### src/rtl/axi_pkg.sv
// Shared AXI definitions: response codes and the channel state encodings
// used by the default error slave.
package axi_pkg;

    localparam logic [1:0] RESP_OKAY   = 2'b00;
    localparam logic [1:0] RESP_EXOKAY = 2'b01;
    localparam logic [1:0] RESP_SLVERR = 2'b10;
    localparam logic [1:0] RESP_DECERR = 2'b11;

    typedef enum logic [1:0] {
        W_IDLE = 2'd0,
        W_DATA = 2'd1,
        W_RESP = 2'd2
    } w_state_e;

    typedef enum logic {
        R_IDLE = 1'b0,
        R_DATA = 1'b1
    } r_state_e;

endpackage

### src/rtl/axi_err_slave_rd.sv
// Read-channel engine of the error slave: accepts one AR at a time and
// returns arlen+1 DECERR beats with zero data.
module axi_err_slave_rd
    import axi_pkg::*;
#(
    parameter int DATA_WIDTH = 32,
    parameter int ID_WIDTH   = 4
) (
    input  logic                  i_clk,
    input  logic                  i_rst_n,
    input  logic                  i_en,
    input  logic                  i_arvalid,
    output logic                  o_arready,
    input  logic [ID_WIDTH-1:0]   i_arid,
    input  logic [7:0]            i_arlen,
    output logic                  o_rvalid,
    output logic [1:0]            o_rresp,
    output logic [DATA_WIDTH-1:0] o_rdata,
    output logic                  o_rlast,
    output logic [ID_WIDTH-1:0]   o_rid,
    input  logic                  i_rready
);

    r_state_e            r_state;
    logic [7:0]          r_cnt;
    logic [ID_WIDTH-1:0] r_arid;

    // r_cnt holds the beats still owed after the current one, so 255 gives 256 beats
    always_ff @(posedge i_clk or negedge i_rst_n) begin
        if (!i_rst_n) begin
            r_state <= R_IDLE;
            r_cnt   <= 8'd0;
            r_arid  <= '0;
        end else begin
            case (r_state)
                R_IDLE: begin
                    if (i_arvalid && o_arready) begin
                        r_state <= R_DATA;
                        r_cnt   <= i_arlen;
                        r_arid  <= i_arid;
                    end
                end
                R_DATA: begin
                    if (i_rready) begin
                        if (r_cnt == 8'd0) begin
                            r_state <= R_IDLE;
                        end else begin
                            r_cnt <= r_cnt - 8'd1;
                        end
                    end
                end
                default: r_state <= R_IDLE;
            endcase
        end
    end

    assign o_arready = i_en && (r_state == R_IDLE);
    assign o_rvalid  = (r_state == R_DATA);
    assign o_rresp   = o_rvalid ? RESP_DECERR : RESP_OKAY;
    assign o_rdata   = '0;
    assign o_rlast   = o_rvalid && (r_cnt == 8'd0);
    assign o_rid     = r_arid;

endmodule

### src/rtl/axi_err_slave.sv
// Default (unmapped-address) AXI slave: every read and write ends in DECERR.
// Define AXI_ERR_SLAVE_LOG_EN for simulation messages on each accept/response.
module axi_err_slave
    import axi_pkg::*;
#(
    parameter int ADDR_WIDTH = 32,
    parameter int DATA_WIDTH = 32,
    parameter int ID_WIDTH   = 4
) (
    input  logic                    i_clk,
    input  logic                    i_rst_n,
    input  logic                    i_awvalid,
    output logic                    o_awready,
    input  logic [ADDR_WIDTH-1:0]   i_awaddr,
    input  logic [ID_WIDTH-1:0]     i_awid,
    input  logic [7:0]              i_awlen,
    input  logic [2:0]              i_awsize,
    input  logic [1:0]              i_awburst,
    input  logic                    i_wvalid,
    output logic                    o_wready,
    input  logic [DATA_WIDTH-1:0]   i_wdata,
    input  logic [DATA_WIDTH/8-1:0] i_wstrb,
    input  logic                    i_wlast,
    output logic                    o_bvalid,
    output logic [1:0]              o_bresp,
    output logic [ID_WIDTH-1:0]     o_bid,
    input  logic                    i_bready,
    input  logic                    i_arvalid,
    output logic                    o_arready,
    input  logic [ADDR_WIDTH-1:0]   i_araddr,
    input  logic [ID_WIDTH-1:0]     i_arid,
    input  logic [7:0]              i_arlen,
    input  logic [2:0]              i_arsize,
    input  logic [1:0]              i_arburst,
    output logic                    o_rvalid,
    output logic [1:0]              o_rresp,
    output logic [DATA_WIDTH-1:0]   o_rdata,
    output logic                    o_rlast,
    output logic [ID_WIDTH-1:0]     o_rid,
    input  logic                    i_rready
);

    logic                  r_rst_done;
    w_state_e              r_wstate;
    logic [ID_WIDTH-1:0]   r_awid;
    logic [ADDR_WIDTH-1:0] r_awaddr;
    logic                  w_unused;

    // Holds both address channels closed for the first edge after reset release
    always_ff @(posedge i_clk or negedge i_rst_n) begin
        if (!i_rst_n) begin
            r_rst_done <= 1'b0;
        end else begin
            r_rst_done <= 1'b1;
        end
    end

    always_ff @(posedge i_clk or negedge i_rst_n) begin
        if (!i_rst_n) begin
            r_wstate <= W_IDLE;
            r_awid   <= '0;
            r_awaddr <= '0;
        end else begin
            case (r_wstate)
                W_IDLE: begin
                    if (i_awvalid && o_awready) begin
                        r_wstate <= W_DATA;
                        r_awid   <= i_awid;
                        r_awaddr <= i_awaddr;
                    end
                end
                W_DATA: begin
                    // Burst ends on wlast alone; awlen is deliberately not enforced
                    if (i_wvalid && i_wlast) begin
                        r_wstate <= W_RESP;
                    end
                end
                W_RESP: begin
                    if (i_bready) begin
                        r_wstate <= W_IDLE;
                    end
                end
                default: r_wstate <= W_IDLE;
            endcase
        end
    end

    assign o_awready = r_rst_done && (r_wstate == W_IDLE);
    assign o_wready  = (r_wstate == W_DATA);
    assign o_bvalid  = (r_wstate == W_RESP);
    assign o_bresp   = o_bvalid ? RESP_DECERR : RESP_OKAY;
    assign o_bid     = r_awid;

    axi_err_slave_rd #(
        .DATA_WIDTH (DATA_WIDTH),
        .ID_WIDTH   (ID_WIDTH)
    ) u_rd (
        .i_clk     (i_clk),
        .i_rst_n   (i_rst_n),
        .i_en      (r_rst_done),
        .i_arvalid (i_arvalid),
        .o_arready (o_arready),
        .i_arid    (i_arid),
        .i_arlen   (i_arlen),
        .o_rvalid  (o_rvalid),
        .o_rresp   (o_rresp),
        .o_rdata   (o_rdata),
        .o_rlast   (o_rlast),
        .o_rid     (o_rid),
        .i_rready  (i_rready)
    );

    // Payload and burst attributes are accepted but have no effect on behaviour
    assign w_unused = ^{i_awsize, i_awburst, i_arsize, i_arburst, i_wdata,
                        i_wstrb, i_awlen, i_araddr, r_awaddr};

`ifdef AXI_ERR_SLAVE_LOG_EN
    always_ff @(posedge i_clk) begin
        if (i_rst_n) begin
            if (i_awvalid && o_awready)
                $display("axi_err_slave: AW addr=%h id=%0d len=%0d", i_awaddr, i_awid, i_awlen);
            if (i_arvalid && o_arready)
                $display("axi_err_slave: AR addr=%h id=%0d len=%0d", i_araddr, i_arid, i_arlen);
            if (o_bvalid && i_bready)
                $display("axi_err_slave: B DECERR id=%0d addr=%h", o_bid, r_awaddr);
            if (o_rvalid && i_rready && o_rlast)
                $display("axi_err_slave: R DECERR id=%0d complete", o_rid);
        end
    end
`endif

endmodule

### config.mk
export PLATFORM = sky130hd
export DESIGN_NAME = axi_err_slave
export DESIGN_NICKNAME = d
export VERILOG_FILES = /design/src/rtl/axi_pkg.sv /design/src/rtl/axi_err_slave_rd.sv /design/src/rtl/axi_err_slave.sv
export SDC_FILE = /design/constraint.sdc
export NUM_CORES = 1
export LEC_CHECK = 0
export CAP_MARGIN = 10
export CORE_ASPECT_RATIO = 0.9
export CORE_UTILIZATION = 21
export DETAILED_ROUTE_END_ITERATION = 12
export PLACE_DENSITY = 0.76
export SYNTH_ARGS = -nofsm -noshare
export SYNTH_HDL_FRONTEND = slang
export SYNTH_SLANG_ARGS = --single-unit
### constraint.sdc
create_clock -name i_clk -period 1.6 [get_ports i_clk]
set_input_delay 0.16 -clock i_clk [delete_from_list [all_inputs] [get_ports i_clk]]
set_output_delay 0.16 -clock i_clk [all_outputs]
set_load 0.1 [all_outputs]
Yosys cells after proc, flatten, opt, wreduce, memory -nomap -nowiden
Cells that the tools add are included.

Output and inout port bits: 50. Input port bits: 142. Word-level logic and storage cells: 42. Register bits after elaboration: 20.

Bitwise operators: 1. Muxes and demuxes: 14. Add/sub/neg operators: 1. Eq/ne operators: 8. Reductions and logical operators: 12.

Operators by type and width (number): $mux W8 (3); $pmux W8 S2 (1); $mux W2 (5); $logic_not A8 Y1 (1); $sub A8 B1 Y8 const B (1); $logic_and A1 B1 Y1 (6); $ne A2 B1 Y1 const B (3); $ne A2 B2 Y1 const B (3); $pmux W2 S3 (1); $reduce_and A3 Y1 (2); $reduce_and A2 Y1 (2); $mux W1 (3); $eq A2 B1 Y1 const B (1); $eq A2 B2 Y1 const B (1); $logic_not A2 Y1 (1); $pmux W1 S2 (1); $not A1 Y1 (1).

Logic depth before layout (Yosys ltp)
Depth after elaboration: 5. Depth in mapped cells: 6. Mapped depth without buffers: 6.

By module
A second synthesis with hierarchy kept.

Cells, all modules: 135. Area, all modules: 1351.3 um2.

By module, submodules not included: axi_err_slave_rd (cells each 113, seq. area each 325.3 um2, times used 1, area each 1032.2 um2); axi_err_slave (cells each 22, seq. area each 175.2 um2, times used 1, area each 319.1 um2).

Worst setup path before layout
OpenSTA, ideal clock, no wires.

Kind: reg2out. Start: register u_rd.r_state (netlist: u_rd.o_rvalid). End: output port o_rlast. Buffers on the path: 1. Setup slack: -2.907 ns. Cell stages (with the launch flop): 4. Data arrival time: 4.347 ns. Data required time: 1.440 ns. Cells stage by stage: dfrtp_1 > buf_2 > inv_1 > nor4_1.

Longest elaborated chain between the ends: 1.

RTL lines: start, declared (line axi_err_slave_rd.sv:24) `r_state_e r_state;`; start signal, assigned (line axi_err_slave_rd.sv:31) `r_state <= R_IDLE;`; start signal, assigned (line axi_err_slave_rd.sv:38) `r_state <= R_DATA;`; start signal, assigned (line axi_err_slave_rd.sv:46) `r_state <= R_IDLE;`; $logic_and A1 B1 Y1 (line axi_err_slave_rd.sv:61) `assign o_rlast = o_rvalid && (r_cnt == 8'd0);`; end, declared (line axi_err_slave.sv:38) `output logic o_rlast,`.

Every way passes these cells.

Final worst setup path
Start: register u_rd.r_cnt[1]. End: register u_rd.r_cnt[5].

Longest elaborated chain between the ends: 4. Elaborated cells on any way between the ends: 7. Classes of those cells: add/sub: 1; eq/ne: 1; mux: 3; reduce/logical: 2.

RTL lines: start, declared (line axi_err_slave_rd.sv:25) `logic [7:0] r_cnt;`; start signal, assigned (line axi_err_slave_rd.sv:39) `r_cnt <= i_arlen;`; start signal, assigned (line axi_err_slave_rd.sv:48) `r_cnt <= r_cnt - 8'd1;`; $sub A8 B1 Y8 (line axi_err_slave_rd.sv:48); $mux W8 (line axi_err_slave_rd.sv:45) `if (r_cnt == 8'd0) begin`; $mux W8 (line axi_err_slave_rd.sv:44) `if (i_rready) begin`; $pmux W8 S2 (line axi_err_slave_rd.sv:35) `case (r_state)`.

Several ways; a longest one is shown, not always the timed one. The select of a mux whose other input is x is not followed. A chain may end at the register's enable or synchronous reset.

==> metrics.csv <==
stage,metric,value,unit
floorplanning,die area,6630,um^2
final_layout,Sequential cell area,504,um^2
global_routing,Total Routing Usage GR,10.4,%
critical_path,crit path max fanout,3,
critical_path,Worst path slowest cell,or4_4,
sta,unrepaired setup endpoints after global routing,true,
floorplanning,die width,85.7,um
critical_path,Worst Path Required,1.75,ns
critical_path,r2r startpoint,u_rd.r_cnt[1]$_DFFE_PN0P_,
final_layout,Layout area overhead,72.7,%
run_status,failing checks,negative setup slack,
sta,final hold vios,0,
sta,f_max,548,MHz
logic_synthesis,commonest cells in the synthesized netlist,"buf_4, dfrtp_1, nand2_1",
power,Sw Share,52.5,%
critical_path,Worst R2R Path Depth,4,
routing,drt first pass iters,4,
critical_path,Worst setup endpoint,u_rd.r_cnt[5]$_DFFE_PN0P_,
sta,Max Clock Skew,0.000990,ns
logic_synthesis,Post-Synthesis Cells,136,
clock_tree,CTS tree,yes,
floorplanning,core area,6110,um^2
run_status,status,finished with violations,
clock_tree,Clock Tree Root,clkbuf_8,
routing,WL per Instance,11.9,um
floorplanning,IO Pins,192,
logic_synthesis,Yosys top cell by area,dfrtp_1,
routing,routed wire length,3.42,mm
clock_tree,total CTS buffers,3,
critical_path,Worst Path Arrival,1.98,ns
logic_synthesis,"FFs w/ async S/R, synth",100,%
sta,Slew Limit Fails,0,
final_layout,Layout fillers,578,
critical_path,Setup crit start,u_rd.r_cnt[1]$_DFFE_PN0P_,
logic_synthesis,"Primary FF master, synth",dfrtp_1,
clock_tree,hold buffer count at cts,0,
power,static leakage,1.05,nW
final_layout,final-stage net count,345,
global_routing,GRT Residual Overflow,0,
critical_path,reg2reg end,u_rd.r_cnt[5]$_DFFE_PN0P_,
critical_path,crit path launch type,register,
power,Clock power frac,9.5,%
final_layout,area taken by multi-input logic gates,762,um^2
sta,"Setup violations, final",9,
power,P_sw,0.00288,W
placement,hpwl dp,2.58,mm
logic_synthesis,Yosys top cell area share,37.8,%
sta,final setup margin,-0.225,ns
critical_path,Levels on crit path,4,
logic_synthesis,post-synthesis sequential area ratio,37.8,%
logic_synthesis,Cell variety after synth,40,
logic_synthesis,Area contributors post-synth,"dfrtp_1, buf_4, nand2_1",
final_layout,share of cells above drive strength 1,40.0,%
critical_path,crit path kind,register to register,
critical_path,max incr delay on CP,0.57,ns
placement,Port-buffer cells,41,
floorplanning,die height,77.3,um
clock_tree,CTS H-tree depth,1,
routing,Antenna Violating Nets Remaining,0,
power,Peak VDD IR,0.534,mV
power,combinational fraction of design power,72.5,%
clock_tree,Worst-path clk slew,0.08,ns
logic_synthesis,leading cell type by number of instances after synthesis,buf_4,
global_routing,initial antenna violation count,0,
power,Sequential Power Share,18.0,%
routing,Via density,3.99,
critical_path,Reg2Reg Setup Slack,-0.22,ns
job,max-cap viol count,0,
routing,Vias,1144,
power,Int Pwr,0.00260,W
critical_path,"Buf+Inv Stages, Crit Path",1,
critical_path,worst path cell trace,buf_4 > or4_4 > o311a_1 > a221o_1,
clock_tree,clk_lat worst skew,0.26,ns
sta,total negative setup slack,-1.26,ns
logic_synthesis,warnings from Yosys,0,
logic_synthesis,number of synthesized register bits,20,
global_routing,vias in the first global route,1135,
min_path,Hold Path Class,input port to async pin,
logic_synthesis,Post-Syn Area per Cell,9.73,um^2
placement,placed instance area,2100,um^2
power,Pwr per Cell Area,2390,nW/um^2
placement,gp weighted congestion,0.776,
logic_synthesis,Post-Syn Area,1320,um^2
sta,period utilization,114,%
clock_tree,CTS sink cnt,20,
critical_path,Worst setup EP type,register,
final_layout,number of diodes,0,
clock_tree,deepest clock path buffer count,2,
critical_path,family with the most delay on the worst path,compound AO/OA/AOI/OAI gates,
routing,1st-iter DRT viols,35,
sta,Final Critical Period,1.82,ns
placement,pre-CTS WS,-0.140,ns
floorplanning,Initial Util,21.6,%
global_routing,first-pass GRT wire length,5.37,mm
final_layout,fin area,2290,um^2
power,total power,0.00547,W
floorplanning,row count,27,
logic_synthesis,number of synthesized flops with an enable pin,0,
routing,DRC viols,0,
global_routing,largest net degree at the start of global routing,21,
per-stage QoR:
step                      hold WS [ns]  instances  utilization, %
after floorplan                 -0.136        167               -
after global placement           0.523        279            34.4
after detailed placement         0.526        279            34.4
after CTS                        0.250        287            37.1
after global routing             0.252        287            37.4
final                            0.242        287            37.4
sequential cells by signal, summed over array words and instances, names as in the netlist:
name           count
r_wstate           2
u_rd.o_rid         4
r_rst_done         1
u_rd.r_cnt         8
o_bid              4
u_rd.o_rvalid      1
layout by cell type (no fill, tap or decap), types with 4 or more instances in the layout:
master,instances
dfrtp_1,19
buf_4,23
clkdlybuf4s50_1,23
inv_1,4
nand2_1,14
conb_1,33
buf_12,19
mux2_4,4
worst min path at each step:
stage,endpoint,depth (start not counted),start,slack [ns]
floorplan,o_bid[0]$_DFFE_PN0P_,0,i_rst_n,-0.14
global placement,u_rd.o_rid[1]$_DFFE_PN0P_,2,u_rd.o_rid[1]$_DFFE_PN0P_,0.52
detailed placement,o_bid[0]$_DFFE_PN0P_,2,i_rst_n,0.53
CTS,o_bid[1]$_DFFE_PN0P_,2,i_rst_n,0.25
global route,u_rd.r_cnt[7]$_DFFE_PN0P_,2,i_rst_n,0.25
finish,r_wstate[0]$_DFFE_PN0P_,2,i_rst_n,0.24
power groups by stage:
stage | clock network, W | registers, W | logic, W
after global placement | 0 | 0.000976 | 0.00364
final | 0.000519 | 0.000984 | 0.00397
after CTS | 0.000529 | 0.000984 | 0.00390
after floorplan | 0 | 0.00170 | 0.00172
after global routing | 0.000557 | 0.00101 | 0.00413
after detailed placement | 0 | 0.000987 | 0.00370
repair_timing:
action                     CTS  global route
setup endpoints to repair    9             9
buffers inserted             4             0
pin swaps                    3             4
gates resized for setup     15             6
routing by layer:
metal  track usage [%]  wire length (um)  part of all wire, %  up-vias
met5                 0                 0                    0        -
met4              3.00                48                  1.4        0
met3              3.44               246                  7.2        7
met2              18.3              1700                   50       52
met1              11.9              1430                   42      553
li1                  -                 -                    -      532
layout make-up:
class                           count  share of cell area [%]
Timing Repair Buffer               68                    35.7
Clock inverter                      1                    1.31
Tap cell                           87                    4.76
Multi-Input combinational cell    102                    33.3
Inverter                            6                   0.985
Clock buffer                        3                    1.81
Sequential cell                    20                    22.1
cells by family (layout without fill, tap and decap cells):
logic type / Yosys count / in the layout / share of synthesized area (%)
AO/OA/AOI/OAI: 24 / 24 / 16.1
adder cells (fa/ha/maj): 2 / 2 / 1.89
buffers and inverters: 45 / 78 / 23.2
flip-flops: 20 / 20 / 37.8
multiplexers: 5 / 5 / 4.16
other: 2 / 33 / 0.567
AND/OR/NAND/NOR: 38 / 38 / 16.4
No activity file was read; power rests on OpenSTA's default activity.
